[src/rtl/video_xy_tracker.sv]
// Registers vs/de once and rebuilds pixel coordinates, frame start, line end and line length.
module video_xy_tracker #(
  parameter logic VS_POL = 1'b1
) (
  input  logic        clk_i,
  input  logic        rst_n_i,
  input  logic        vs_i,
  input  logic        de_i,
  output logic        fs_o,
  output logic        line_end_o,
  output logic        de_o,
  output logic [11:0] x_o,
  output logic [11:0] y_o,
  output logic [15:0] line_len_o
);

  logic        vs_q, vs_qq, de_q, de_qq;
  logic [11:0] x_q, x_d, y_q, y_d;
  logic [15:0] len_q, len_d;
  logic        de_rise;

  always_ff @(posedge clk_i) begin
    if (!rst_n_i) begin
      vs_q  <= 1'b0;
      vs_qq <= 1'b0;
      de_q  <= 1'b0;
      de_qq <= 1'b0;
      x_q   <= '0;
      y_q   <= '0;
      len_q <= '0;
    end else begin
      vs_q  <= vs_i;
      vs_qq <= vs_q;
      de_q  <= de_i;
      de_qq <= de_q;
      x_q   <= x_d;
      y_q   <= y_d;
      len_q <= len_d;
    end
  end

  always_comb begin
    fs_o       = (vs_q == VS_POL) && (vs_qq != VS_POL);
    de_rise    = de_q && !de_qq;
    line_end_o = !de_q && de_qq;
    de_o       = de_q;
    x_o        = de_rise ? '0 : x_q;
    // Frame start overrides the line counter, even with de still high.
    y_o        = fs_o ? '0 : y_q;
    line_len_o = len_q;
    x_d        = x_q;
    len_d      = len_q;
    y_d        = y_o;
    if (de_q) begin
      x_d   = x_o + 12'd1;
      len_d = (de_rise ? 16'd0 : len_q) + 16'd1;
    end
    if (line_end_o && !fs_o) y_d = y_q + 12'd1;
  end

endmodule

[config.mk]
export PLATFORM = sky130hd
export DESIGN_NAME = video_xy_tracker
export DESIGN_NICKNAME = d
export VERILOG_FILES = /design/src/rtl/video_xy_tracker.sv
export SDC_FILE = /design/constraint.sdc
export NUM_CORES = 1
export LEC_CHECK = 0
export BUFFER_PORTS_ARGS = -buffer_cell sky130_fd_sc_hd__buf_4
export CAP_MARGIN = 10
export CORE_ASPECT_RATIO = 2
export CORE_MARGIN = 8
export CORE_UTILIZATION = 50
export DETAILED_ROUTE_END_ITERATION = 8
export GPL_TIMING_DRIVEN = 0
export PLACE_DENSITY = 0.71
export SYNTH_ARGS = -nofsm -noshare
export SYNTH_HDL_FRONTEND = slang
export SYNTH_SLANG_ARGS = --single-unit
[constraint.sdc]
create_clock -name clk_i -period 3 [get_ports clk_i]
set_clock_uncertainty 0.1 [all_clocks]
set_input_delay 0.3 -clock clk_i [delete_from_list [all_inputs] [get_ports clk_i]]
set_output_delay 0.3 -clock clk_i [all_outputs]
set_load 0.02 [all_outputs]
==> impl_metrics.tcl, run 1 <==
set metrics [dict create \
    dp_cells 353 \
    period_share_pct 87.0 \
    holdCritStartpoint "vs_i" \
    worst-endpoint-required_ps 3120 \
    post_synth_xor_area_fraction_pct 9.14 \
    post_synth_simple_gate_area_pct 34.1 \
    initial_core_util_pct 51.6 \
    boundaryPins 47 \
    r2r_start "de_qq" \
    wire_length_of_the_first_global_routing_pass_mm 8.25 \
    detailed_routing_iteration_count_for_the_pre_antenna_repair_pass 4 \
    crit_arrival_ps 2730 \
    achievable-frequency_mhz 383 \
    run_status "completed" \
    final_layout_size_suffix_gt1_share_pct 19.5 \
    count_of_antenna_violating_nets_left_after_detailed_routing 0 \
    static_leakage_nw 0.979 \
    met3WireLength_um 238 \
    synth.net_count 261 \
    report.final.hold_viol_count 0 \
    die_width_um 61.9 \
    ctsHtreeMaxLevel 2 \
    finalSetupViolCount 0 \
    vdd.ir_drop.worst_v 0.000342 \
    ys_seq_area_share_pct 41.8 \
    dp_hpwl_mm 3.94 \
    met1Wirelength_mm 1.91 \
    met2RoutedLength_mm 2.76 \
    design_power_total_uw 998 \
    area_share_of_fa_ha_maj_cells_after_synthesis_pct 1.19 \
    layout_setup_ws_ps 391 \
    crit_fanout 10 \
    fin_tns_setup_ps 0 \
    post-place-ws_ps 414 \
    globalRouteOverflowTotal 0 \
    routabilityCongestion 0.783 \
    slew_violations 0 \
    clk_path_buf_depth 2 \
    syn-cell-area_um2 2110 \
    start_to_end_type_of_the_worst_setup_path "flip-flop to flip-flop" \
    netlist_instances 255 \
    cts-buffers-inserted 5 \
    drc 0 \
    maxUsedRoutingLayer "met4" \
    max-cap-violations 0 \
    die-area_um2 6680 \
    clk_pin_slew_ps 80 \
    syn2layout_area_growth_pct 23.1 \
    fillers 375 \
    wl_per_cell_um 13.8 \
    num_vias 1919 \
    final_period_minus_worst_setup_slack_ps 2610 \
    hold_path_end "vs_q" \
    layout.cells.non_filler 360 \
    first_global_vias 1858 \
    routed_wirelength_mm 4.97 \
    synth_compound_area_share_pct 8.61 \
    worst_r2r_endpoint "x_q[10]" \
    avgSynthCellArea_um2 8.27 \
    synth_top_family_by_area "simple AND/OR/NAND/NOR gates" \
    rows 33 \
    pin_count_of_the_biggest_net_entering_global_routing 13 \
    core_um2 4090 \
    clock-sinks 44 \
    cts_resized 0 \
    rsz0062_at_grt "false" \
    synth-main-ff-cell "sky130_fd_sc_hd__dfxtp_1" \
    ys_ff_latch 44 \
    worst_setup_path_end_kind "flip-flop" \
    timing_worst_slew_pin_value_ps 531 \
    whs_path_depth 2 \
    reg2reg_depth 8 \
    insertion_delay_ps 290 \
    synthMuxAreaShare_pct 1.42 \
    tritoncts "built" \
    critical_path.startpoint_type "flip-flop" \
    synth-edff-count 0 \
    numPortBuffers 46 \
    hold_path_class "input pin to flip-flop" \
    die_y_um 108 \
    p_per_area_nw_per_um2 385 \
    cts_hold_repair.buffers 0 \
    post_cts_buffers 0 \
    grt_antenna_before_repair 0 \
    yosysWarnings 0 \
    antenna_cells_inserted 0 \
    fin_nets 314 \
    routed_via_density 5.33 \
    reg2reg_slack_ps 390 \
    grt_use_total_pct 15.9 \
    ys_types 41 \
    number_of_drc_markers_after_the_initial_detailed_route_iteration 55 \
    cts_root_buf "sky130_fd_sc_hd__clkbuf_8" \
    slew_headroom_pct 64.6 \
    post_synth_arst_share_pct 0 \
]
[cells in the mapped netlist, drive strengths merged, types with 8 or more instances]
master  count  area (µm²)
a21oi      11        55.1
and2       25         156
clkbuf      8        30.0
dfxtp      44         881
inv         8        30.0
nand2      18        67.6
nand3      13        70.1
nand4       8        71.3
nor2       32         120
nor3       12        60.1
o21ai       9        45.0
xnor2      17         149
[registers in the layout (all words and copies together) (netlist names)]
| signal | count |
|---|---|
| line_len_o | 16 |
| vs_qq | 1 |
| vs_q | 1 |
| de_o | 1 |
| x_q | 12 |
| de_qq | 1 |
| y_q | 12 |
[cells in the final DEF, fill, tap and decap left out, drive strengths merged, types with 8 or more instances in the layout]
master	synthesis	final
clkbuf	8	14
nand2	18	18
buf	4	50
a21oi	11	11
nor3	12	12
nor2	32	32
and2	25	25
inv	8	8
o21ai	9	9
nand4	8	8
dfxtp	44	44
xnor2	17	17
nand3	13	13
[critical path, cell delays in order (launching register included)]
cell and delay [ps]:
sky130_fd_sc_hd__dfxtp_1 450, sky130_fd_sc_hd__nand2b_1 160, sky130_fd_sc_hd__clkbuf_1 360, sky130_fd_sc_hd__and2_1 220, sky130_fd_sc_hd__ha_1 200, sky130_fd_sc_hd__nand2_1 120
sky130_fd_sc_hd__or2_1 280, sky130_fd_sc_hd__or4_1 510, sky130_fd_sc_hd__a21oi_1 140
[metal layers]
layer	global-route usage, %	vias up
met3	2.99	5
met2	30.1	36
li1	-	972
met5	0	-
met1	15.7	906
met4	5.75	0
[power by group]
part	internal (mW)	switching, mW	leakage (nW)	total, mW
Sequential	0.589	0.00502	0.356	0.594
Combinational	0.0204	0.0401	0.582	0.0605
Clock	0.158	0.185	0.0410	0.344
Total	0.768	0.231	0.979	0.998
[worst max-delay path by stage]
stage | depth (start not counted) | endpoint | start | slack, ps
after floorplan | 8 | x_q[10] | de_qq | 650
after global placement | 8 | x_q[10] | de_qq | 440
after detailed placement | 8 | x_q[10] | de_qq | 410
after CTS | 8 | x_q[10] | de_qq | 390
after global routing | 8 | x_q[10] | de_qq | 190
final | 8 | x_q[10] | de_qq | 390
[stage by stage]
| stage | cell area [µm²] | hold WS (ps) | utilization [%] |
|---|---|---|---|
| floorplan | 2110 | 327 | - |
| global placement | 2520 | 345 | 61.6 |
| detailed placement | 2520 | 354 | 61.6 |
| CTS | 2600 | 113 | 63.5 |
| global route | 2600 | 116 | 63.5 |
| finish | 2600 | 118 | 63.5 |
[area by class of cell]
cell class | instances | area [µm²] | share of cell area, %
buffer | 12 | 48.8 | 1.88
clock buffer | 6 | 72.6 | 2.80
clock inverter | 1 | 5.00 | 0.193
inverter | 8 | 30.0 | 1.16
multi-input combinational | 191 | 1150 | 44.2
sequential | 44 | 881 | 33.9
tap | 52 | 65.1 | 2.51
timing repair buffer | 46 | 345 | 13.3
[cell families after synthesis]
kind of cell | after synthesis
flops | 44
compound gates | 31
fa+ha+maj | 2
buf+inv | 20
simple gates | 133
xor+xnor | 22
mux | 3
Power figures use the tool's default switching activity.
==> run 2: changes to the inputs <==
ABC_AREA = 1   (was not set)
MAX_ROUTING_LAYER = met4   (was not set)
PLACE_DENSITY = 0.7   (was 0.71)
==> run 2 against run 1 <==
  * Routed wire length is 25% higher
  * Non-clock buffer count is 5 lower
  * Clock power is 31% higher
  * Flip-flop and latch count stayed put
  * Critical path depth is 2 higher
  * Cell count is 32% higher
  * Utilization is 0.87 points lower
  * Die area is 9.7% higher
  * Hold slack worse by 45 ps
  * First-iteration DRC count is 100% higher
==> impl_metrics.tcl, run 2 <==
set metrics [dict create \
    syn-cell-area_um2 2370 \
    ys_types 28 \
    p_per_area_nw_per_um2 389 \
    achievable-frequency_mhz 452 \
    core_um2 4600 \
    ys_seq_area_share_pct 37.2 \
    count_of_antenna_violating_nets_left_after_detailed_routing 0 \
    dp_hpwl_mm 5.01 \
    cts_root_buf "sky130_fd_sc_hd__clkbuf_8" \
    synth.net_count 372 \
    pin_count_of_the_biggest_net_entering_global_routing 14 \
    globalRouteMet3Util_pct 4.15 \
    globalRouteOverflowTotal 0 \
    initial_core_util_pct 51.5 \
    design_power_total_mw 1.12 \
    fin_tns_setup_ps 0 \
    placement.cell_area_um2 2770 \
    start_to_end_type_of_the_worst_setup_path "flip-flop to flip-flop" \
    fin_nets 424 \
    run_status "completed" \
    synth_common_cells "sky130_fd_sc_hd__nor2_1, sky130_fd_sc_hd__inv_1, sky130_fd_sc_hd__nand2_1" \
    die_y_um 113 \
    routed_via_density 5.02 \
    vdd.ir_drop.worst_v 0.000371 \
    die-area_um2 7320 \
    numPortBuffers 45 \
    report.final.hold_viol_count 0 \
    drc 0 \
    gr-max-usage-layer "met2" \
    antenna_cells_inserted 0 \
    rsz0062_at_grt "false" \
    largest_register_ffs 16 \
    clock-sinks 44 \
    die_width_um 64.6 \
    crit_fanout 10 \
    routed_wirelength_mm 6.22 \
    final_cell_mix "sky130_fd_sc_hd__nor2_1, sky130_fd_sc_hd__inv_1, sky130_fd_sc_hd__nand2_1" \
    yosysWarnings 0 \
    post-route-cell-area_um2 2880 \
    hold_path_class "input pin to flip-flop" \
    number_of_drc_markers_after_the_initial_detailed_route_iteration 111 \
    ys_ff_latch 44 \
    final_layout_size_suffix_gt1_share_pct 19.6 \
    post_synth_arst_share_pct 0 \
    worst_setup_path_end_kind "flip-flop" \
    cts_hold_repair.buffers 0 \
    wire_length_of_the_first_global_routing_pass_mm 10.5 \
    final_common_cell "sky130_fd_sc_hd__nor2_1" \
    static_leakage_nw 1.31 \
    timing_worst_slew_pin_value_ps 565 \
    synth-edff-count 0 \
    netlist_instances 366 \
    clk_pin_slew_ps 90 \
    slew_violations 0 \
    cts_resized 0 \
    crit_arrival_ps 2310 \
    final_period_minus_worst_setup_slack_ps 2210 \
    cts-buffers-inserted 5 \
    max-cap-violations 0 \
    slew_headroom_pct 62.2 \
    num_vias 2381 \
    period_share_pct 73.8 \
    syn2layout_area_growth_pct 21.7 \
    clk_path_buf_depth 2 \
    yosys.area.top_type "sky130_fd_sc_hd__dfxtp_1" \
    ctsHtreeMaxLevel 2 \
    wl_per_cell_um 13.1 \
    yosysTopAreaCellShare_pct 37.2 \
    global_route.usage.met1_pct 15.6 \
    detailed_routing_iteration_count_for_the_pre_antenna_repair_pass 4 \
    insertion_delay_ps 300 \
    worst-endpoint-required_ps 3100 \
    post_cts_buffers 0 \
    yosys.cell_count.top_type "sky130_fd_sc_hd__nor2_1" \
    critical_path.startpoint_type "flip-flop" \
    tritoncts "built" \
    grt_antenna_before_repair 0 \
    synth-main-ff-cell "sky130_fd_sc_hd__dfxtp_1" \
    boundaryPins 47 \
    finalSetupViolCount 0 \
    rows 35 \
    ys_top_cells_by_area "sky130_fd_sc_hd__dfxtp_1, sky130_fd_sc_hd__nor2_1, sky130_fd_sc_hd__inv_1" \
    grt_use_total_pct 18.4 \
    first_global_vias 2357 \
    routabilityCongestion 0.851 \
    avgSynthCellArea_um2 6.46 \
    gr-usage-met2_pct 35.0 \
]
## run 2: cell types whose count changed after synthesis, moves of 7 or more
cell / previous run / this run
sky130_fd_sc_hd__inv_1: 8 / 62
sky130_fd_sc_hd__xnor2_1: 17 / 0
sky130_fd_sc_hd__nor2_2: 0 / 7
sky130_fd_sc_hd__and2_1: 25 / 0
sky130_fd_sc_hd__a21oi_1: 11 / 22
sky130_fd_sc_hd__nand3_1: 12 / 29
sky130_fd_sc_hd__nand2_1: 18 / 59
sky130_fd_sc_hd__nor2_1: 32 / 76
## run 2: layout make-up
class / count / area [µm²]
Fill cell: 469 / 1720
Multi-Input combinational cell: 247 / 1190
Sequential cell: 44 / 881
Timing Repair Buffer: 45 / 338
Inverter: 67 / 251
Clock buffer: 6 / 72.6
Tap cell: 55 / 68.8
Buffer: 8 / 45.0
Clock inverter: 2 / 35.0
## run 2: kinds of logic (layout without fill, tap and decap cells)
kind of cell / count (synthesis) / in the layout / synth area share (%)
xor gates and xnor gates: 1 / 1 / 0.370
and+or+nand+nor: 203 / 203 / 39.7
adders and majority gates: 2 / 2 / 1.06
DFF: 44 / 44 / 37.2
AOI/OAI and AO/OA: 41 / 41 / 9.15
buffers and inverters: 75 / 128 / 12.5
## run 2: stage by stage
step | util (%) | setup WS (ps) | std cells | hold WS, ps
2_1_floorplan | - | 854 | 366 | 298
3_3_place_gp | 60.3 | 815 | 466 | 312
3_5_place_dp | 60.3 | 793 | 466 | 318
4_1_cts | 62.6 | 767 | 474 | 68.4
5_1_grt | 62.6 | 601 | 474 | 79.3
6_report | 62.6 | 785 | 474 | 72.8
## run 2: worst paths after layout
check                 end  start  slack (ps)  depth (start not counted)
setup / recovery  x_q[10]   de_o         790                         10
hold / removal       de_o   de_i          70                          3
setup reg to reg  x_q[10]   de_o         790                         10
hold reg to reg     vs_qq   vs_q         330                          2
## run 2: worst max-delay path, stage by stage (launching register included)
cell and delay [ps]:
sky130_fd_sc_hd__dfxtp_1 410, sky130_fd_sc_hd__inv_2 140, sky130_fd_sc_hd__nor2_4 60, sky130_fd_sc_hd__buf_2 210, sky130_fd_sc_hd__nor2_1 180, sky130_fd_sc_hd__ha_1 280, sky130_fd_sc_hd__nand3_1 120, sky130_fd_sc_hd__nor3_1 370
sky130_fd_sc_hd__nand3_1 120, sky130_fd_sc_hd__nand2_1 80, sky130_fd_sc_hd__nor2_1 50
## run 2: metal layers
layer	share of wire (%)	routed length, µm
met1	36	2220
met2	56	3470
met3	4.6	286
met4	3.7	233
met5	0	0
## run 2: power breakdown
part	switching (mW)	leakage [nW]	internal, mW	total, mW
Sequential	0.00619	0.356	0.589	0.596
Clock	0.203	0.0552	0.247	0.450
Combinational	0.0510	0.900	0.0231	0.0741
==> run 3: changes to the inputs <==
clock period = 2.2 ns   (was 3 ns; I/O delays follow)
==> run 3 against run 2 <==
  * Hold slack gained 68 ps
  * Cell count up 0.42%
  * Sequential power grew 36%
  * Sequential share of layout area fell by 0.29 points
  * Via count grew 0.34%
  * Critical path depth down 5
  * Combinational power rose by 40%
  * Utilization grew 0.60 points
  * First-iteration DRC count rose by 14%
  * Die area unchanged
  * Clock power grew 36%
  * Design area is 0.96% higher
==> impl_metrics.tcl, run 3 (synthesis gave the netlist of run 2 again) <==
set metrics [dict create \
    number_of_drc_markers_after_the_initial_detailed_route_iteration 126 \
    start_to_end_type_of_the_worst_setup_path "flip-flop to output port" \
    final_layout_size_suffix_gt1_share_pct 20.0 \
    boundaryPins 47 \
    final_cell_mix "sky130_fd_sc_hd__nor2_1, sky130_fd_sc_hd__inv_1, sky130_fd_sc_hd__nand2_1" \
    timing_worst_slew_pin_value_ps 589 \
    routabilityCongestion 0.851 \
    crit_fanout 10 \
    cts_root_buf "sky130_fd_sc_hd__clkbuf_8" \
    p_per_area_nw_per_um2 527 \
    slew_headroom_pct 60.6 \
    final_common_cell "sky130_fd_sc_hd__nor2_1" \
    clock-sinks 44 \
    achievable-frequency_mhz 490 \
    die_y_um 113 \
    die-area_um2 7320 \
    reg2reg_depth 9 \
    worst-endpoint-required_ps 1880 \
    grt_use_total_pct 18.4 \
    r2r_start "de_qq" \
    final-seq-area_um2 881 \
    dp_cells 466 \
    max-cap-violations 0 \
    layout.cells.non_filler 476 \
    run_status "completed" \
    worst_r2r_endpoint "x_q[10]" \
    count_of_antenna_violating_nets_left_after_detailed_routing 0 \
    largest_register_ffs 16 \
    ctsHtreeMaxLevel 2 \
    routed_wirelength_mm 6.25 \
    numPortBuffers 45 \
    num_vias 2389 \
    antenna_cells_inserted 0 \
    wire_length_of_the_first_global_routing_pass_mm 10.5 \
    slew_violations 0 \
    worstSetupStartpoint "vs_q" \
    fin_nets 426 \
    critical_path.startpoint_type "flip-flop" \
    detailed_routing_iteration_count_for_the_pre_antenna_repair_pass 4 \
    syn2layout_area_growth_pct 22.9 \
    post-route-util_pct 63.2 \
    pin_count_of_the_biggest_net_entering_global_routing 14 \
    hold_path_class "input pin to flip-flop" \
    first_global_vias 2364 \
    globalRouteOverflowTotal 0 \
    crit_arrival_ps 1720 \
    routed_via_density 5.02 \
    static_leakage_nw 1.32 \
    reg2reg_slack_ps 170 \
    period_share_pct 92.8 \
    initial_core_util_pct 51.5 \
    grt_antenna_before_repair 0 \
    wl_per_cell_um 13.1 \
    post_cts_buffers 0 \
    finalSetupViolCount 0 \
    report.final.hold_viol_count 0 \
    die_width_um 64.6 \
    tritoncts "built" \
    fin_tns_setup_ps 0 \
    rows 35 \
    vdd.ir_drop.worst_v 0.000506 \
    crit_path_end "y_o[8]" \
    core_um2 4600 \
    cts-buffers-inserted 5 \
    worst_setup_path_end_kind "output port" \
    rsz0062_at_grt "false" \
    clk_pin_slew_ps 90 \
    insertion_delay_ps 300 \
    fillers 464 \
    drc 0 \
    multi_input_area_um2 1200 \
    clk_path_buf_depth 2 \
    dp_hpwl_mm 5.01 \
    final_period_minus_worst_setup_slack_ps 2040 \
]
run 3: what timing repair did:
action,4_1_cts,5_1_grt
hold buffers,2,0
gates resized for setup,1,1
endpoints found under the hold margin,2,0
endpoints found under the setup margin,2,2
pin swaps,0,1
run 3: per-layer routing:
layer / routed length [µm] / up-vias / GRT usage [%]
li1: - / 1257 / -
met1: 2260 / 1066 / 15.6
met2: 3480 / 51 / 35.0
met3: 275 / 15 / 4.15
met4: 231 / 0 / 9.82
met5: 0 / - / -
run 3: where the power goes:
| part | leakage, nW | switching [mW] | internal [mW] |
|---|---|---|---|
| logic | 0.905 | 0.0704 | 0.0340 |
| registers | 0.356 | 0.00840 | 0.804 |
| clock network | 0.0552 | 0.277 | 0.337 |
run 3: final cells by class:
type | instances | share of cell area (%)
Tap cell | 55 | 2.37
Buffer | 8 | 1.55
Timing Repair Buffer | 47 | 12.3
Sequential cell | 44 | 30.3
Inverter | 67 | 8.65
Clock buffer | 6 | 2.50
Multi-Input combinational cell | 247 | 41.1
Clock inverter | 2 | 1.20
run 3: through the flow:
step                hold slack (ps)  power (mW)  setup slack (ps)  area, µm²
floorplan                       218       0.895              53.9       2370
global placement                300       0.932              14.6       2770
detailed placement              305       0.933             -6.51       2770
CTS                             129        1.55              73.6       2910
global route                    139        1.59              7.45       2910
finish                          141        1.53               159       2910
run 3: how the worst min path moves through the flow:
| stage | from | endpoint | slack (ps) | cells after the start |
|---|---|---|---|---|
| 2_1_floorplan | de_i | de_o | 220 | 2 |
| 3_3_place_gp | vs_i | vs_q | 300 | 3 |
| 3_5_place_dp | vs_i | vs_q | 310 | 3 |
| 4_1_cts | rst_n_i | line_len_o[5] | 130 | 3 |
| 5_1_grt | rst_n_i | line_len_o[5] | 140 | 3 |
| 6_report | rst_n_i | line_len_o[5] | 140 | 3 |
run 3: critical path, stage by stage, from the launching register on:
cell and delay [ps]:
sky130_fd_sc_hd__dfxtp_1 330, sky130_fd_sc_hd__inv_1 40, sky130_fd_sc_hd__nor2_1 380, sky130_fd_sc_hd__clkbuf_1 420
sky130_fd_sc_hd__nor2_1 80, sky130_fd_sc_hd__buf_4 170
